$ cat src/rtl/pio_pkg.sv
// rtl/pio_pkg.sv - shared constants, channel state type and divisor helper for pio_clkdiv
package pio_pkg;

    localparam int NUM_SM        = 4;
    localparam int CLKDIV_INT_W  = 16;
    localparam int CLKDIV_FRAC_W = 8;
    localparam int CLKDIV_W      = CLKDIV_INT_W + CLKDIV_FRAC_W;
    localparam int CLKDIV_CNT_W  = CLKDIV_INT_W + 1;

    typedef enum logic {
        IDLE = 1'b0,
        RUN  = 1'b1
    } pio_state_e;

    // An integer divisor of zero stands for the full 2^16 period.
    function automatic logic [CLKDIV_CNT_W-1:0] clkdiv_int_eff(input logic [CLKDIV_INT_W-1:0] div_int);
        if (div_int == '0) begin
            return {1'b1, {CLKDIV_INT_W{1'b0}}};
        end
        return {1'b0, div_int};
    endfunction

endpackage

$ cat src/rtl/pio_clkdiv_ch.sv
// rtl/pio_clkdiv_ch.sv - one clock-divider channel; fractional accumulator under PIO_CLKDIV_FRAC_EN
module pio_clkdiv_ch
    import pio_pkg::*;
(
    input  logic                     clk,
    input  logic                     rst,
    input  logic                     en,
    input  logic                     restart,
    input  logic [CLKDIV_INT_W-1:0]  div_int,
    input  logic [CLKDIV_FRAC_W-1:0] div_frac,
    output logic                     tick,
    output logic                     running
);

    localparam logic [CLKDIV_CNT_W-1:0] CNT_ONE = CLKDIV_CNT_W'(1);

    pio_state_e              r_state;
    logic [CLKDIV_CNT_W-1:0] r_cnt;
    logic                    r_tick;

    logic [CLKDIV_CNT_W-1:0] w_cnt_cur;
    logic [CLKDIV_CNT_W-1:0] w_reload;
    logic                    w_carry;
    logic                    w_expire;

    // A restart behaves as if the period had just ended with a cleared accumulator.
    assign w_cnt_cur = restart ? CNT_ONE : r_cnt;
    assign w_expire  = (w_cnt_cur == CNT_ONE);

`ifdef PIO_CLKDIV_FRAC_EN
    logic [CLKDIV_FRAC_W-1:0] r_acc;
    logic [CLKDIV_FRAC_W-1:0] w_acc_cur;
    logic [CLKDIV_FRAC_W-1:0] w_frac_eff;
    logic [CLKDIV_FRAC_W-1:0] w_acc_next;

    assign w_acc_cur                = restart ? '0 : r_acc;
    assign w_frac_eff               = (div_int == '0) ? '0 : div_frac;
    assign {w_carry, w_acc_next}    = {1'b0, w_acc_cur} + {1'b0, w_frac_eff};
`else
    logic w_unused_frac;

    assign w_unused_frac = ^div_frac;
    assign w_carry       = 1'b0;
`endif

    assign w_reload = clkdiv_int_eff(div_int) + {{(CLKDIV_CNT_W-1){1'b0}}, w_carry};

    always_ff @(posedge clk or posedge rst) begin
        if (rst) begin
            r_state <= IDLE;
            r_cnt   <= CNT_ONE;
            r_tick  <= 1'b0;
`ifdef PIO_CLKDIV_FRAC_EN
            r_acc   <= '0;
`endif
        end else if (!en) begin
            r_state <= IDLE;
            r_cnt   <= CNT_ONE;
            r_tick  <= 1'b0;
`ifdef PIO_CLKDIV_FRAC_EN
            r_acc   <= '0;
`endif
        end else begin
            r_state <= RUN;
            r_tick  <= w_expire;
            if (w_expire) begin
                r_cnt <= w_reload;
`ifdef PIO_CLKDIV_FRAC_EN
                r_acc <= w_acc_next;
`endif
            end else begin
                r_cnt <= w_cnt_cur - CNT_ONE;
            end
        end
    end

    assign tick    = r_tick;
    assign running = (r_state == RUN);

endmodule

$ cat src/rtl/pio_clkdiv.sv
// rtl/pio_clkdiv.sv - NUM_SM independent PIO clock dividers; PIO_CLKDIV_FRAC_EN enables fractional division
module pio_clkdiv #(
    parameter int NUM_SM = pio_pkg::NUM_SM
) (
    input  logic                                  clk,
    input  logic                                  rst,
    input  logic [NUM_SM-1:0]                     sm_en,
    input  logic [NUM_SM-1:0]                     clkdiv_restart,
    input  logic [NUM_SM-1:0][pio_pkg::CLKDIV_W-1:0] fsm_clkdiv,
    output logic [NUM_SM-1:0]                     tick,
    output logic [NUM_SM-1:0]                     running
);

    import pio_pkg::*;

    // Each 24-bit slice is CLKDIV register bits [31:8]: INT in [23:8], FRAC in [7:0].
    for (genvar g = 0; g < NUM_SM; g++) begin : g_ch
        logic [CLKDIV_INT_W-1:0]  w_int;
        logic [CLKDIV_FRAC_W-1:0] w_frac;

        assign w_int  = fsm_clkdiv[g][CLKDIV_W-1:CLKDIV_FRAC_W];
        assign w_frac = fsm_clkdiv[g][CLKDIV_FRAC_W-1:0];

        pio_clkdiv_ch u_ch (
            .clk      (clk),
            .rst      (rst),
            .en       (sm_en[g]),
            .restart  (clkdiv_restart[g]),
            .div_int  (w_int),
            .div_frac (w_frac),
            .tick     (tick[g]),
            .running  (running[g])
        );
    end

endmodule

$ cat config.mk
export PLATFORM = sky130hd
export DESIGN_NAME = pio_clkdiv
export DESIGN_NICKNAME = d
export VERILOG_FILES = /design/src/rtl/pio_pkg.sv /design/src/rtl/pio_clkdiv_ch.sv /design/src/rtl/pio_clkdiv.sv
export SDC_FILE = /design/constraint.sdc
export NUM_CORES = 1
export LEC_CHECK = 0
export BUFFER_PORTS_ARGS = -buffer_cell sky130_fd_sc_hd__buf_2
export CORE_ASPECT_RATIO = 1.5
export CORE_MARGIN = 2
export CORE_UTILIZATION = 30
export DETAILED_ROUTE_END_ITERATION = 6
export HOLD_SLACK_MARGIN = 0.05
export PLACE_DENSITY = 0.57
export SKIP_LAST_GASP = 1
export SLEW_MARGIN = 10
export SYNTH_ARGS = -nofsm -noshare
export SYNTH_HDL_FRONTEND = slang
export SYNTH_SLANG_ARGS = --single-unit
$ cat constraint.sdc
create_clock -name clk -period 2.25 [get_ports clk]
set_clock_uncertainty 0.05 [all_clocks]
set_input_delay 0.3375 -clock clk [delete_from_list [all_inputs] [get_ports clk]]
set_output_delay 0.3375 -clock clk [all_outputs]
set_load 0.02 [all_outputs]
==> impl_metrics.py, run 1 <==
metrics = {
    "clocking": {
        "tritoncts": "yes",
        "number_of_hold_buffers_added_after_cts": 0,
        "postCtsSetupRepairBufs": 0,
        "clk_transition_reported_paths_ns": 0.06,
        "cts.root.buffer_cell": "sky130_fd_sc_hd__clkbuf_16",
        "cts-buffers-inserted": 9,
        "cts.htree.levels": 3,
        "clock_insertion_delay_worst_skew_ns": 0.35,
        "cts.sinks": 76,
        "clock_path_buffers": 2,
    },
    "synth": {
        "synth-edff-count": 0,
        "postSynthCellCount": 575,
        "async_s_r_ff_share_synth_pct": 100,
        "yosys-top-cells-area": "sky130_fd_sc_hd__dfrtp_1 36%, sky130_fd_sc_hd__nand2_1 4.6%, sky130_fd_sc_hd__o21ai_0 3.9%, sky130_fd_sc_hd__nor4_1 3.3%, sky130_fd_sc_hd__xnor2_1 3.0%",
        "postSynthRegisterBits": 76,
        "top_cell_type_by_total_area_after_synthesis": "sky130_fd_sc_hd__dfrtp_1",
        "synthMostInstantiatedCell": "sky130_fd_sc_hd__dfrtp_1",
        "post_synth_instance_area_sq_mm": 0.00500,
        "synth_sequential_area_ratio_pct": 38.1,
        "synthTopCellsByCount": "72 x sky130_fd_sc_hd__dfrtp_1, 61 x sky130_fd_sc_hd__nand2_1, 39 x sky130_fd_sc_hd__o21ai_0, 37 x sky130_fd_sc_hd__nor2_1, 29 x sky130_fd_sc_hd__nand3_1",
        "syn_avg_cell_area_sq_um": 8.70,
        "yosysWarnings": 0,
        "synth_cell_type_count": 64,
        "mappedNetlistNets": 689,
        "post-synth-top-area-fraction_pct": 36.0,
        "synth-main-ff-cell": "sky130_fd_sc_hd__dfrtp_1",
    },
    "timing": {
        "setup_tns_ns": 0,
        "drv_slew": 0,
        "final_setup_violation_count": 0,
        "slew_headroom_pct": 53.5,
        "max_freq_mhz": 474,
        "timing.final.ws_setup_ns": 0.142,
        "report.final.hold_viol_count": 0,
        "finalWorstPathRequiredPeriod_ns": 2.11,
        "unrepaired_setup_endpoints_after_global_routing": "false",
        "period_share_pct": 93.7,
        "slew_at_the_pin_closest_to_its_max_slew_limit_ns": 0.690,
    },
    "floorplan": {
        "fp.dieArea_sq_mm": 0.0177,
        "placementRows": 57,
        "pin_count": 114,
        "die_height_microns": 162,
        "die_x_microns": 109,
        "starting_density_of_the_core_pct": 30.8,
        "floorplan.core_area_sq_mm": 0.0163,
    },
    "global_routing": {
        "number_of_antenna_violations_at_the_first_check_in_global_routing": 0,
        "grt_start_max_net_pins": 77,
        "grt_overall_usage_pct": 16.5,
        "first_global_vias": 4930,
        "grt_first_pass_wirelength_mm": 23.5,
        "grt_overflow": 0,
    },
    "final_layout": {
        "num-fill-cells": 1647,
        "layout-area-overhead-vs-synth_pct": 24.2,
        "stdcell_count": 893,
        "num-nets-final": 796,
        "regArea_sq_mm": 0.00191,
        "post-route-util_pct": 38.2,
        "post_route_cells_drive_above_1_share_pct": 25.8,
        "multi_input_comb_area_sq_mm": 0.00285,
        "antenna_diode_instance_count": 0,
    },
    "job": {
        "max_cap_viols": 0,
    },
    "routing": {
        "route.detailed.wl_per_inst_microns": 15.7,
        "first_pass_iters": 5,
        "wl_mm": 14.0,
        "route.vias.total": 4850,
        "antenna_violating_nets_post_route": 0,
        "detail_route.drc_violations": 0,
        "drt-initial-drc-count": 223,
        "drt-vias-per-instance": 5.43,
    },
    "critical_path": {
        "critPathCaptureType": "flop",
        "crit_path_start_kind": "flop",
        "critical_path_rt_ns": 2.44,
        "cp.arrival_ns": 2.30,
        "critical_path_peak_fanout": 11,
        "timing_worst_setup_path_type": "flop to flop",
    },
    "power": {
        "fin_total_pwr_mw": 5.06,
        "power.leakage_nw": 2.76,
        "vdd.ir_drop.worst_v": 0.000313,
        "power.density_cell_area_mw_per_mm2": 815,
    },
    "placed_design": {
        "post-place-ws_ns": 0.0275,
        "last_weighted_congestion_value_of_the_routability_driven_placer": 0.828,
        "port-buffer-count": 81,
        "dpl.cell_count": 877,
        "place_hpwl_mm": 10.4,
    },
    "run_status": {
        "run_status": "finished, final reports clean",
    },
    "worst_hold_path": {
        "hold_class": "input port to asynchronous set/reset pin",
    },
}
where the power goes:
group	internal (mW)	leakage, nW	switching [mW]
clock network	0.916	0.149	0.587
logic	0.820	1.62	0.984
registers	1.57	0.991	0.190
metrics by stage:
| stage | instance area (sq um) | hold slack, ns |
|---|---|---|
| 2_1_floorplan | 5010 | 0.319 |
| 3_3_place_gp | 5880 | 0.447 |
| 3_5_place_dp | 5880 | 0.452 |
| 4_1_cts | 6190 | 0.0787 |
| 5_1_grt | 6210 | 0.107 |
| 6_report | 6210 | 0.0659 |
layout by cell type (no fill, tap or decap), drive strengths merged, types with 10 or more instances in the layout:
master  instances
nor2           37
a21oi          21
nand3          29
o211a          11
dfrtp          72
nand2          61
o21ai          43
buf           135
a21boi         10
or4            10
inv            13
clkbuf         12
or3            10
o211ai         12
nor2b          11
xnor2          17
nor4           28
a31oi          15
nor3           27
worst max-delay path, stage by stage (launching register included):
cell and delay [ns]:
sky130_fd_sc_hd__dfrtp_1 0.42, sky130_fd_sc_hd__or4_4 0.56, sky130_fd_sc_hd__nor4_4 0.32, sky130_fd_sc_hd__a32oi_2 0.17, sky130_fd_sc_hd__buf_4 0.20, sky130_fd_sc_hd__mux2i_1 0.12, sky130_fd_sc_hd__and2_1 0.16
registers in the layout, summed over array words and instances (netlist names):
name / cells
g_ch.u_ch.tick: 4
g_ch.u_ch.r_cnt: 68
g_ch.u_ch.running: 4
kinds of logic (layout without fill, tap and decap cells):
logic type	Yosys count	in the layout	share of synthesized area (%)
adders and majority gates	8	8	2.00
xor gates and xnor gates	20	20	3.50
and+or+nand+nor	244	244	26.6
DFF	76	76	38.1
buffers and inverters	54	166	5.48
muxes	6	6	1.25
AOI/OAI and AO/OA	167	167	23.0
layer usage:
| metal | vias up | wire length (microns) | track usage (%) |
|---|---|---|---|
| li1 | 2361 | - | - |
| met4 | 0 | 331 | 6.79 |
| met2 | 126 | 7310 | 29.6 |
| met1 | 2339 | 5880 | 19.4 |
| met5 | - | 0 | 0 |
| met3 | 24 | 510 | 2.21 |
cell type report:
type | instances | share of cell area [%]
well taps | 206 | 4.15
repair buffers | 135 | 13.5
inverters | 15 | 0.967
clock inverters | 4 | 0.765
clock buffers | 12 | 4.13
multi-input cells | 445 | 45.8
flip-flops and latches | 76 | 30.7
path summary, 6_finish.rpt:
check | from | end | slack [ns] | cells after the start
max | g_ch[1].u_ch.r_cnt[12] | g_ch[1].u_ch.r_cnt[3] | 0.14 | 6
min | rst | g_ch[0].u_ch.r_cnt[3] | 0.07 | 3
max reg2reg | g_ch[1].u_ch.r_cnt[12] | g_ch[1].u_ch.r_cnt[3] | 0.14 | 6
min reg2reg | g_ch[0].u_ch.r_cnt[8] | g_ch[0].u_ch.r_cnt[8] | 0.51 | 2
max in group asynchronous | rst | g_ch[3].u_ch.r_cnt[0] | 1.74 | 3
min in group clk | sm_en[0] | g_ch[0].u_ch.running | 0.18 | 1
what timing repair did:
item                                    in CTS  in global routing
pin swaps                                    0                  0
resized for setup                            1                  3
endpoints found under the setup margin       1                  1
Power figures use the tool's default switching activity.
==> inputs of run 2 (changes only) <==
==> constraint.sdc (replaced) <==
create_clock -name clk -period 2.25 [get_ports clk]
set_clock_uncertainty 0.05 [all_clocks]
set_input_delay 0.45 -clock clk [delete_from_list [all_inputs] [get_ports clk]]
set_output_delay 0.45 -clock clk [all_outputs]
set_load 0.02 [all_outputs]
==> impl_metrics.py, run 2 (synthesized netlist as in run 1, its figures left out) <==
metrics = {
    "timing": {
        "slew_headroom_pct": 63.7,
        "report.final.hold_viol_count": 0,
        "final_setup_violation_count": 0,
        "period_share_pct": 95.3,
        "drv_slew": 0,
        "finalWorstPathRequiredPeriod_ns": 2.14,
        "slew_at_the_pin_closest_to_its_max_slew_limit_ns": 0.540,
        "max_freq_mhz": 466,
        "unrepaired_setup_endpoints_after_global_routing": "false",
    },
    "final_layout": {
        "stdcell_count": 887,
        "num-nets-final": 790,
        "largest_register": "g_ch.u_ch.r_cnt",
        "post_route_cells_drive_above_1_share_pct": 25.7,
        "layout-area-overhead-vs-synth_pct": 24.2,
        "antenna_diode_instance_count": 0,
        "final_cell_mix": "81 x sky130_fd_sc_hd__buf_2, 72 x sky130_fd_sc_hd__dfrtp_1, 61 x sky130_fd_sc_hd__nand2_1, 43 x sky130_fd_sc_hd__buf_4, 38 x sky130_fd_sc_hd__o21ai_0",
        "largest_register_ffs": 68,
        "post-route-util_pct": 38.2,
        "layout_commonest_cell": "sky130_fd_sc_hd__buf_2",
    },
    "critical_path": {
        "critPathCaptureType": "flop",
        "worst_setup_path_startpoint": "g_ch[1].u_ch.r_cnt[12]",
        "timing.critical_path.to": "g_ch[1].u_ch.r_cnt[3]",
        "timing.rr.end": "g_ch[1].u_ch.r_cnt[3]",
        "reg2reg_setup_slack_ns": 0.11,
        "cp.arrival_ns": 2.32,
        "crit_path_start_kind": "flop",
        "path_cells": "or4_4 -> nor4_4 -> a32oi_2 -> buf_12 -> mux2i_1 -> and2_1",
        "timing_worst_setup_path_type": "flop to flop",
        "slowest_cell_on_the_critical_path": "sky130_fd_sc_hd__or4_4",
        "max_stage_delay_ns": 0.56,
        "critical_path_peak_fanout": 33,
        "critical_path_rt_ns": 2.43,
        "worst_r2r_startpoint": "g_ch[1].u_ch.r_cnt[12]",
        "ff2ff_path_depth": 6,
    },
    "placed_design": {
        "dpl.cell_count": 871,
        "last_weighted_congestion_value_of_the_routability_driven_placer": 0.876,
        "port-buffer-count": 81,
        "place_hpwl_mm": 10.5,
    },
    "floorplan": {
        "die_height_microns": 162,
        "fp.dieArea_sq_mm": 0.0177,
        "die_x_microns": 109,
        "starting_density_of_the_core_pct": 30.8,
        "pin_count": 114,
        "floorplan.core_area_sq_mm": 0.0163,
        "placementRows": 57,
    },
    "power": {
        "power.leakage_nw": 2.74,
        "power.sequential.fraction_pct": 35.2,
        "power.share.switching_pct": 35.4,
        "switching_power_mw": 1.77,
        "vdd.ir_drop.worst_v": 0.000314,
        "intPower_mw": 3.23,
        "p_comb_share_pct": 36.5,
        "power.density_cell_area_mw_per_mm2": 806,
        "clock_power_share_pct": 28.4,
        "fin_total_pwr_mw": 5.01,
    },
    "routing": {
        "route.vias.total": 4852,
        "route.detailed.wl_per_inst_microns": 16.2,
        "drt-vias-per-instance": 5.47,
        "antenna_violating_nets_post_route": 0,
        "wl_mm": 14.4,
        "drt-initial-drc-count": 269,
        "first_pass_iters": 5,
        "detail_route.drc_violations": 0,
    },
    "clocking": {
        "cts.root.buffer_cell": "sky130_fd_sc_hd__clkbuf_16",
        "number_of_hold_buffers_added_after_cts": 0,
        "tritoncts": "yes",
        "clk_transition_reported_paths_ns": 0.06,
        "cts.htree.levels": 3,
        "clock_path_buffers": 2,
        "cts-buffers-inserted": 9,
        "cts.sinks": 76,
        "cts_resized": 0,
        "postCtsSetupRepairBufs": 0,
        "clock_insertion_delay_worst_skew_ns": 0.34,
    },
    "global_routing": {
        "grt_first_pass_wirelength_mm": 23.5,
        "number_of_antenna_violations_at_the_first_check_in_global_routing": 0,
        "grt_busiest_layer": "met2",
        "grt_overall_usage_pct": 16.8,
        "first_global_vias": 4833,
        "grtUsageMet3_pct": 3.01,
        "grt_start_max_net_pins": 77,
        "grtUsageMet1_pct": 19.7,
        "global_route.usage.met2_pct": 30.4,
        "grt_overflow": 0,
    },
    "job": {
        "max_cap_viols": 0,
    },
    "run_status": {
        "run_status": "finished, final reports clean",
    },
    "worst_hold_path": {
        "hold_class": "input port to asynchronous set/reset pin",
    },
}
==> run 2: worst max-delay path: cells and delay by family (launching register included) <==
| family | cells | cell delay (ns) |
|---|---|---|
| buffers and inverters | 1 | 0.20 |
| and+or+nand+nor | 3 | 1.06 |
| AOI/OAI and AO/OA | 1 | 0.17 |
| muxes | 1 | 0.12 |
| DFF | 1 | 0.42 |
==> run 2: worst min-delay path by stage <==
| stage | slack [ns] | end | startpoint |
|---|---|---|---|
| 2_1_floorplan | 0.43 | g_ch[0].u_ch.running | sm_en[0] |
| 3_3_place_gp | 0.50 | g_ch[2].u_ch.r_cnt[15] | g_ch[2].u_ch.r_cnt[15] |
| 3_5_place_dp | 0.51 | g_ch[2].u_ch.r_cnt[15] | g_ch[2].u_ch.r_cnt[15] |
| 4_1_cts | 0.20 | g_ch[0].u_ch.running | rst |
| 5_1_grt | 0.20 | g_ch[0].u_ch.running | rst |
| 6_report | 0.19 | g_ch[0].u_ch.running | rst |
==> run 2: power groups by stage <==
| stage | registers [mW] | logic (mW) | clock network (mW) |
|---|---|---|---|
| floorplan | 1.76 | 1.19 | 0 |
| global placement | 1.76 | 1.77 | 0 |
| detailed placement | 1.77 | 1.80 | 0 |
| CTS | 1.75 | 1.81 | 1.46 |
| global route | 1.79 | 2.03 | 1.52 |
| finish | 1.76 | 1.83 | 1.42 |
==> run 2: area by class of cell <==
cell class                      count  area (sq um)
Clock buffer                       15           278
Clock inverter                      1          5.00
Fill cell                        1662         10000
Inverter                           15          60.1
Multi-Input combinational cell    445          2880
Sequential cell                    76          1910
Tap cell                          206           258
Timing Repair Buffer              129           828
==> run 2: per-layer routing <==
metal	share of wire (%)	wire, microns
met3	4.1	584
met1	41	5910
met2	54	7690
met5	0	0
met4	1.2	176
==> run 2: metrics by stage <==
step	instance area (sq um)	hold slack, ns	setup slack (ns)	setup TNS [ns]
2_1_floorplan	5020	0.431	-0.0180	-0.0180
3_3_place_gp	5890	0.502	0.0666	0
3_5_place_dp	5890	0.511	0.0586	0
4_1_cts	6170	0.202	0.0633	0
5_1_grt	6210	0.202	0.00638	0
6_report	6210	0.185	0.105	0
